**config.mk**
```make
export PLATFORM = sky130hd
export DESIGN_NAME = booth16_multiple_gen_flat
export DESIGN_NICKNAME = d
export VERILOG_FILES = /design/src/rtl/booth16_multiple_gen_if.sv /design/src/rtl/booth16_multiple_gen.sv /design/src/flat_wrapper.sv
export SDC_FILE = /design/constraint.sdc
export NUM_CORES = 1
export LEC_CHECK = 0
export CAP_MARGIN = 10
export CORE_MARGIN = 2
export CORE_UTILIZATION = 40
export CTS_BUF_LIST = sky130_fd_sc_hd__clkbuf_4 sky130_fd_sc_hd__clkbuf_8 sky130_fd_sc_hd__clkbuf_16
export CTS_CLUSTER_SIZE = 14
export DETAILED_ROUTE_END_ITERATION = 8
export PLACE_DENSITY = 0.71
export SYNTH_ARGS = -nofsm -noshare
export SYNTH_HDL_FRONTEND = slang
export SYNTH_SLANG_ARGS = --single-unit
```
**constraint.sdc**
```tcl
create_clock -name clk -period 2.2 [get_ports clk]
set_input_delay 0.44 -clock clk [delete_from_list [all_inputs] [get_ports clk]]
set_output_delay 0.44 -clock clk [all_outputs]
set_load 0.005 [all_outputs]
```
**src/rtl/booth16_multiple_gen_if.sv**
```systemverilog
// Operand/multiple handshake bundle for booth16_multiple_gen.
// Every output vector carries NUM_PORTS packed copies.
interface booth16_multiple_gen_if #(
  parameter int DATA_W    = 8,
  parameter int NUM_PORTS = 1
);
  logic                  iVld;
  logic                  iRdy;
  logic                  iSigned;
  logic [DATA_W-1:0]     iDat;
  logic                  oVld;
  logic                  oRdy;
  logic [NUM_PORTS-1:0][DATA_W:0]   oDat1X;
  logic [NUM_PORTS-1:0][DATA_W+2:0] oDat3X;
  logic [NUM_PORTS-1:0][DATA_W+3:0] oDat5X;
  logic [NUM_PORTS-1:0][DATA_W+3:0] oDat7X;

  modport master (
    output iVld, iSigned, iDat, oRdy,
    input  iRdy, oVld,
    input  oDat1X, oDat3X, oDat5X, oDat7X
  );

  modport slave (
    input  iVld, iSigned, iDat, oRdy,
    output iRdy, oVld,
    output oDat1X, oDat3X, oDat5X, oDat7X
  );
endinterface

```
**src/rtl/booth16_multiple_gen.sv**
```systemverilog
// Radix-16 odd-multiple precompute: two-stage elastic pipe
// producing 1X/3X/5X/7X, replicated per output port.
module booth16_multiple_gen #(
  parameter int DATA_W    = 8,
  parameter int NUM_PORTS = 1
) (
  input  logic clk,
  input  logic rst,
  booth16_multiple_gen_if.slave bus
);

  localparam int W = DATA_W;

  logic         s1_v;
  logic         s2_v;
  logic [W:0]   s1_x;
  logic [W:0]   x_in;
  logic         acc;
  logic         s2_load;

  logic [W+2:0] e3;
  logic [W+3:0] e4;
  logic [W+2:0] p3;
  logic [W+3:0] p5;
  logic [W+3:0] p7;

  assign s2_load  = s1_v & (~s2_v | bus.oRdy);
  assign bus.iRdy = rst & (~s1_v | s2_load);
  assign acc      = bus.iVld & bus.iRdy;
  assign bus.oVld = s2_v;

  // mode is folded into the extra bit, so S1 needs no separate flag
  assign x_in = {bus.iSigned & bus.iDat[W-1], bus.iDat};

  always_ff @(posedge clk or negedge rst) begin
    if (!rst) begin
      s1_v <= 1'b0;
      s2_v <= 1'b0;
      s1_x <= '0;
    end else begin
      if (acc)
        s1_v <= 1'b1;
      else if (s2_load)
        s1_v <= 1'b0;
      if (acc)
        s1_x <= x_in;
      if (s2_load)
        s2_v <= 1'b1;
      else if (bus.oRdy)
        s2_v <= 1'b0;
    end
  end

  assign e3 = {{2{s1_x[W]}}, s1_x};
  assign e4 = {{3{s1_x[W]}}, s1_x};
  assign p3 = {e3[W+1:0], 1'b0} + e3;
  assign p5 = {e4[W+1:0], 2'b00} + e4;
  assign p7 = {s1_x, 3'b000} - e4;

  // one private register set per port keeps fanout isolated
  for (genvar p = 0; p < NUM_PORTS; p++) begin : g_port
    logic [W:0]   r1;
    logic [W+2:0] r3;
    logic [W+3:0] r5;
    logic [W+3:0] r7;

    always_ff @(posedge clk or negedge rst) begin
      if (!rst) begin
        r1 <= '0;
        r3 <= '0;
        r5 <= '0;
        r7 <= '0;
      end else if (s2_load) begin
        r1 <= s1_x;
        r3 <= p3;
        r5 <= p5;
        r7 <= p7;
      end
    end

    assign bus.oDat1X[p] = r1;
    assign bus.oDat3X[p] = r3;
    assign bus.oDat5X[p] = r5;
    assign bus.oDat7X[p] = r7;
  end

endmodule
```
**src/flat_wrapper.sv**
```systemverilog
// flat-port wrapper written by rule: the top's interface ports become plain ports
module booth16_multiple_gen_flat 
#(
  parameter int DATA_W    = 8,
  parameter int NUM_PORTS = 1
)
  (clk, rst, bus_iVld, bus_iSigned, bus_iDat, bus_oRdy, bus_iRdy, bus_oVld, bus_oDat1X, bus_oDat3X, bus_oDat5X, bus_oDat7X);
  booth16_multiple_gen_if #(.DATA_W(DATA_W), .NUM_PORTS(NUM_PORTS)) bus_i ();
  input  logic clk;
  input  logic rst;
  input wire logic [$bits(bus_i.iVld)-1:0] bus_iVld;
  input wire logic [$bits(bus_i.iSigned)-1:0] bus_iSigned;
  input wire logic [$bits(bus_i.iDat)-1:0] bus_iDat;
  input wire logic [$bits(bus_i.oRdy)-1:0] bus_oRdy;
  output wire logic [$bits(bus_i.iRdy)-1:0] bus_iRdy;
  output wire logic [$bits(bus_i.oVld)-1:0] bus_oVld;
  output wire logic [$bits(bus_i.oDat1X)-1:0] bus_oDat1X;
  output wire logic [$bits(bus_i.oDat3X)-1:0] bus_oDat3X;
  output wire logic [$bits(bus_i.oDat5X)-1:0] bus_oDat5X;
  output wire logic [$bits(bus_i.oDat7X)-1:0] bus_oDat7X;
  assign bus_i.iVld = bus_iVld;
  assign bus_i.iSigned = bus_iSigned;
  assign bus_i.iDat = bus_iDat;
  assign bus_i.oRdy = bus_oRdy;
  assign bus_iRdy = bus_i.iRdy;
  assign bus_oVld = bus_i.oVld;
  assign bus_oDat1X = bus_i.oDat1X;
  assign bus_oDat3X = bus_i.oDat3X;
  assign bus_oDat5X = bus_i.oDat5X;
  assign bus_oDat7X = bus_i.oDat7X;
  booth16_multiple_gen #(.DATA_W(DATA_W), .NUM_PORTS(NUM_PORTS)) u_core (.clk(clk), .rst(rst), .bus(bus_i));
endmodule
```
==> reports/qor.yml, run 1 <==
grtUsageTotal_pct: 18.9
nNetsFinal: 419
critPathKind: "reg -> reg"
hold_viol_final: 0
setup_viol: 0
htree_levels: 2
ys.flop_type: "dfrtp_1"
cts_tree: "built"
status: "complete, no violations"
clock_path_buffers: 2
worstPathMaxFanout: 4
post-route-util_pct: 53.6
syn_to_final_growth_pct: 31.2
dpl.hpwl_mm: 5.34
port_buffers: 58
slew-limit-headroom_pct: 59.3
clock_latency_ps: 300
synth_area_per_cell_um2: 9.50
initial_core_util_pct: 40.9
arrival_ps: 2360
rsz0062_at_grt: "true"
hold_buffers: 0
syn_area_mm2: 0.00293
drive_gt1_share_pct: 14.7
report.final.slew_viol_count: 0
layout_common_cells: "clkdlybuf4s50_1, nand2_1, dfrtp_1"
routedWlPerCell_um: 14.4
worst_ir_drop_vdd_v: 0.000430
drc_errors: 0
antenna_found_initial: 0
die_w_um: 89.6
setup_ws_ps: 29.8
period_share_pct: 98.6
drt-total-wl_mm: 6.89
start_kind: "register"
timing.hold.ws_ps: 320
grt_start_max_net_pins: 49
fin_crit_ps: 2170
ys_types: 51
viasPerCell: 5.32
grt_pass1_vias: 2536
drv_cap: 0
drt_iter0_drc: 136
ant_nets: 0
num-fill-cells: 662
synth-edff-count: 0
critPathCaptureType: "register"
pre_cts_slack_ps: -52.3
yosysSeqAreaShare_pct: 40.9
fmax_ghz: 0.461
die_h_um: 89.6
postSynthCellCount: 309
finClkSkew_ps: 7.34
power_density_mw_per_mm2: 1060
ios: 59
route.vias.total: 2549
required_ps: 2390
power_w: 0.00406
grt_overflow: 0
rows: 31
tightest_slew_ps: 611
cts_buffers: 5
hold_path.class: "in -> async"
synth_warnings: 0
drt_first_pass_iters: 4
synth-async-reset-ratio_pct: 100
cts_root_buf: "clkbuf_8"
clk_pin_slew_ps: 90
synth-seq-cells: 48
core_mm2: 0.00718
synth_nets: 349
num_antenna_cells: 0
clock_sinks: 48
final_common_cell: "clkdlybuf4s50_1"
p_leak_nw: 1.72
place_congestion: 0.864
dieArea_mm2: 0.00804
grt_pass1_wl_mm: 11.8
[worst max-delay path: stages, from the launching register on]
cell and delay, ps:
dfrtp_2 450, ha_4 180, fa_2 360, a21o_1 180, a311o_1 320, and4_4 220
or3_4 370
[report_power, final]
part           internal [W]  switching (W)  leakage, nW  total (W)
sequential          0.00120       0.000226        0.585    0.00142
clock              0.000251       0.000290       0.0510   0.000541
combinational       0.00118       0.000913         1.08    0.00210
[layer usage]
layer | up-vias | GRT usage (%) | share of wire [%] | wire length, um
li1 | 1256 | - | - | -
met1 | 1225 | 24.6 | 45 | 3120
met2 | 64 | 33.2 | 49 | 3410
met3 | 4 | 3.38 | 4.7 | 324
met4 | 0 | 3.66 | 0.48 | 33
met5 | - | 0 | 0 | 0
[what timing repair did]
action / CTS / global route
pin swaps: 1 / 1
endpoints found under the setup margin: 4 / 8
buffers inserted: 2 / 0
gates resized for setup: 2 / 8
endpoints found under the hold margin: 0 / 0
[path summary, 6_finish.rpt]
path                                                  start  slack (ps)  depth (start not counted)                          endpoint
setup / recovery                 u_core.s1_x[2]$_DFFE_PN0P_          30                          6  u_core.bus.oDat5X[8]$_DFFE_PN0P_
hold / removal                                          rst         320                          2  u_core.bus.oDat3X[6]$_DFFE_PN0P_
setup reg to reg                 u_core.s1_x[2]$_DFFE_PN0P_          30                          6  u_core.bus.oDat5X[8]$_DFFE_PN0P_
hold reg to reg            u_core.bus.oDat5X[3]$_DFFE_PN0P_         480                          2  u_core.bus.oDat5X[3]$_DFFE_PN0P_
max in group asynchronous                               rst        1440                          2        u_core.s1_x[0]$_DFFE_PN0P_
min in group clk           u_core.bus.oDat5X[3]$_DFFE_PN0P_         480                          2  u_core.bus.oDat5X[3]$_DFFE_PN0P_
[flip-flops by register name (all words and copies together) (netlist names)]
signal / count
u_core.bus.oDat1X: 6
u_core.bus.oDat3X: 8
u_core.bus.oDat5X: 11
u_core.bus.oDat7X: 12
u_core.bus.oVld: 1
u_core.s1_v: 1
u_core.s1_x: 9
[final cells by class]
class	instances	area (um2)	share of cell area [%]
repair buffers	80	756	19.6
clock buffers	6	82.6	2.15
well taps	99	124	3.22
clock inverters	2	10.0	0.260
flip-flops and latches	48	1200	31.3
multi-input cells	227	1610	41.8
inverters	17	63.8	1.66
[per-stage QoR]
stage | setup TNS, ps | instance area [um2] | std cells
floorplan | 0 | 2950 | 309
global placement | 0 | 3720 | 469
global route | -20.5 | 3850 | 479
CTS | 0 | 3830 | 479
finish | 0 | 3850 | 479
detailed placement | -162 | 3720 | 469
[cell families (layout without fill, tap and decap cells)]
group                    after synthesis  after routing  share of synthesized area [%]
AND/OR/NAND/NOR                       96             96                           15.4
AO/OA/AOI/OAI                         87             87                           20.4
flip-flops                            48             48                           40.9
buffers and inverters                 34            105                           5.46
adder cells (fa/ha/maj)               27             27                           12.0
multiplexers                           9              9                           3.41
XOR/XNOR                               8              8                           2.39
[Yosys cell counts, drive strengths merged (2+ instances only)]
library cell | n | share of area [%]
nand2 | 53 | 6.8
dfrtp | 48 | 41
o21ai | 29 | 4.9
ha | 25 | 11
inv | 17 | 2.2
buf | 12 | 2.6
nor2 | 9 | 1.2
a211oi | 8 | 2.0
mux2 | 8 | 3.1
a21o | 7 | 1.8
a21oi | 7 | 1.2
nor3 | 6 | 1.0
o31ai | 6 | 1.5
xnor2 | 6 | 1.8
clkbuf | 5 | 0.64
o211ai | 5 | 1.3
o21a | 5 | 1.3
nand3 | 4 | 0.68
or3 | 4 | 0.85
nand2b | 3 | 0.64
nand4 | 3 | 0.64
nor2b | 3 | 0.64
o31a | 3 | 0.90
a2111o | 2 | 0.77
a2111oi | 2 | 0.81
a311o | 2 | 0.68
and2 | 2 | 0.51
fa | 2 | 1.4
nand3b | 2 | 0.51
o311ai | 2 | 0.60
or4 | 2 | 0.51
xor2 | 2 | 0.60
Note: power is estimated with default switching activity, not from simulation.
==> run 2: changes to the inputs <==
--- a/config.mk
+++ b/config.mk
@@ -11,6 +11,7 @@
 export CTS_BUF_LIST = sky130_fd_sc_hd__clkbuf_4 sky130_fd_sc_hd__clkbuf_8 sky130_fd_sc_hd__clkbuf_16
 export CTS_CLUSTER_SIZE = 14
 export DETAILED_ROUTE_END_ITERATION = 8
+export GPL_TIMING_DRIVEN = 0
 export PLACE_DENSITY = 0.71
 export SYNTH_ARGS = -nofsm -noshare
 export SYNTH_HDL_FRONTEND = slang
==> reports/qor.yml, run 2 (same netlist as run 1, synthesis figures left out) <==
finClkSkew_ps: 9.69  # was 7.34 ps
setup_viol: 0  # unchanged
post-route-util_pct: 54.8  # was 53.6%
place_congestion: 0.923  # was 0.864
die_h_um: 89.6  # unchanged
power_w: 0.00425  # was 0.00406 W
startpoint: "u_core.s1_x[2]$_DFFE_PN0P_"  # unchanged
largest_reg_flops: 12  # unchanged
grt_pass1_vias: 2485  # was 2,536
cts_buffers: 5  # unchanged
ff2ff_path_depth: 6  # unchanged
num_antenna_cells: 0  # unchanged
clock_sinks: 48  # unchanged
core_mm2: 0.00718  # unchanged
fin_crit_ps: 2160  # was 2170 ps
tightest_slew_ps: 583  # was 611 ps
period_share_pct: 98.2  # was 98.6%
clock_path_buffers: 2  # unchanged
hold_buffers: 0  # unchanged
drt-total-wl_mm: 7.31  # was 6.89 mm
arrival_ps: 2350  # was 2360 ps
initial_core_util_pct: 40.9  # unchanged
ios: 59  # unchanged
cts_root_buf: "clkbuf_8"  # unchanged
worst_ir_drop_vdd_v: 0.000423  # was 0.000430 V
report.final.slew_viol_count: 0  # unchanged
dieArea_mm2: 0.00804  # unchanged
p_leak_nw: 1.73  # was 1.72 nW
status: "complete, no violations"  # unchanged
layout_common_cells: "clkdlybuf4s50_1, nand2_1, dfrtp_1"  # unchanged
cts_tree: "built"  # unchanged
start_kind: "register"  # unchanged
clock_latency_ps: 300  # about the same
drt_iter0_drc: 137  # was 136
clk_pin_slew_ps: 90  # about the same
rows: 31  # unchanged
ant_nets: 0  # unchanged
syn_to_final_growth_pct: 34.0  # was 31.2%
antenna_found_initial: 0  # unchanged
die_w_um: 89.6  # unchanged
hold_path.class: "in -> async"  # unchanged
drt_first_pass_iters: 4  # unchanged
route.vias.total: 2639  # was 2,549
power_density_mw_per_mm2: 1080  # was 1060 mW/mm2
viasPerCell: 5.43  # was 5.32
required_ps: 2390  # about the same
final_common_cell: "clkdlybuf4s50_1"  # unchanged
grt_start_max_net_pins: 29  # was 49
num-fill-cells: 650  # was 662
hold_viol_final: 0  # unchanged
rsz0062_at_grt: "true"  # unchanged
drive_gt1_share_pct: 15.8  # was 14.7%
routedWlPerCell_um: 15.0  # was 14.4 um
grt_pass1_wl_mm: 11.9  # was 11.8 mm
rrSetupSlack_ps: 40  # was 30 ps
slew-limit-headroom_pct: 61.1  # was 59.3%
htree_levels: 2  # unchanged
rr_endpoint: "u_core.bus.oDat5X[8]$_DFFE_PN0P_"  # unchanged
grtUsageTotal_pct: 19.0  # was 18.9%
r2r-start: "u_core.s1_x[2]$_DFFE_PN0P_"  # unchanged
drc_errors: 0  # unchanged
grt_overflow: 0  # unchanged
critPathKind: "reg -> reg"  # unchanged
dpl.hpwl_mm: 5.38  # was 5.34 mm
drv_cap: 0  # unchanged
nNetsFinal: 426  # was 419
worstPathMaxFanout: 3  # was 4
fmax_ghz: 0.463  # was 0.461 GHz
critPathCaptureType: "register"  # unchanged
port_buffers: 58  # unchanged
[run 2: layer usage]
metal  part of all wire, %  GRT usage (%)  up-vias  wire, um
li1                      -              -     1271         -
met1                    44           25.0     1255      3230
met3                   5.4           3.47       14       391
met4                   1.2           4.75        0        89
met2                    49           32.4       99      3600
met5                     0              0        -         0
[run 2: timing repair]
| action | in CTS | in global routing |
|---|---|---|
| hold endpoints to repair | 0 | 0 |
| pin swaps | 3 | 1 |
| endpoints found under the setup margin | 6 | 9 |
| setup buffers | 6 | 5 |
| resized for setup | 7 | 9 |
[run 2: power breakdown]
group | internal, W | switching (W)
clock | 0.000350 | 0.000299
sequential | 0.00120 | 0.000243
combinational | 0.00122 | 0.000937
total | 0.00277 | 0.00148
[run 2: cell type report]
type	instances	area [um2]	share of cell area (%)
buffer	17	96.3	2.45
inverter	17	63.8	1.62
tap	99	124	3.15
clock inverter	2	35.0	0.891
sequential	48	1210	30.7
clock buffer	6	76.3	1.94
multi-input combinational	227	1640	41.7
timing repair buffer	70	692	17.6
[run 2: per-stage QoR]
step / instances / setup slack [ps] / hold WS (ps) / setup TNS, ps / instance area (um2)
after floorplan: 309 / 20.5 / 144 / 0 / 2950
after global placement: 466 / -1630 / 461 / -54310 / 3650
after detailed placement: 467 / -147 / 461 / -929 / 3670
after CTS: 481 / 2.16 / 32.6 / 0 / 3850
after global routing: 486 / -24.7 / 27.7 / -80.1 / 3930
final: 486 / 40.4 / 16.2 / 0 / 3930
[run 2: worst max-delay path: stages (launching register included)]
cell and delay [ps]:
dfrtp_2 460, ha_4 180, fa_2 340, a21o_1 180
a311o_1 360, and4_4 160, or3_1 370
[run 2: how the worst max path moves through the flow]
| stage | slack, ps | endpoint | cells past startpoint |
|---|---|---|---|
| floorplan | 20 | u_core.bus.oDat5X[8]$_DFFE_PN0P_ | 6 |
| global placement | -1630 | bus_iRdy | 3 |
| detailed placement | -150 | u_core.bus.oDat5X[10]$_DFFE_PN0P_ | 6 |
| CTS | 2 | u_core.bus.oDat5X[10]$_DFFE_PN0P_ | 6 |
| global route | -20 | u_core.bus.oDat3X[7]$_DFFE_PN0P_ | 6 |
| finish | 40 | u_core.bus.oDat5X[8]$_DFFE_PN0P_ | 6 |
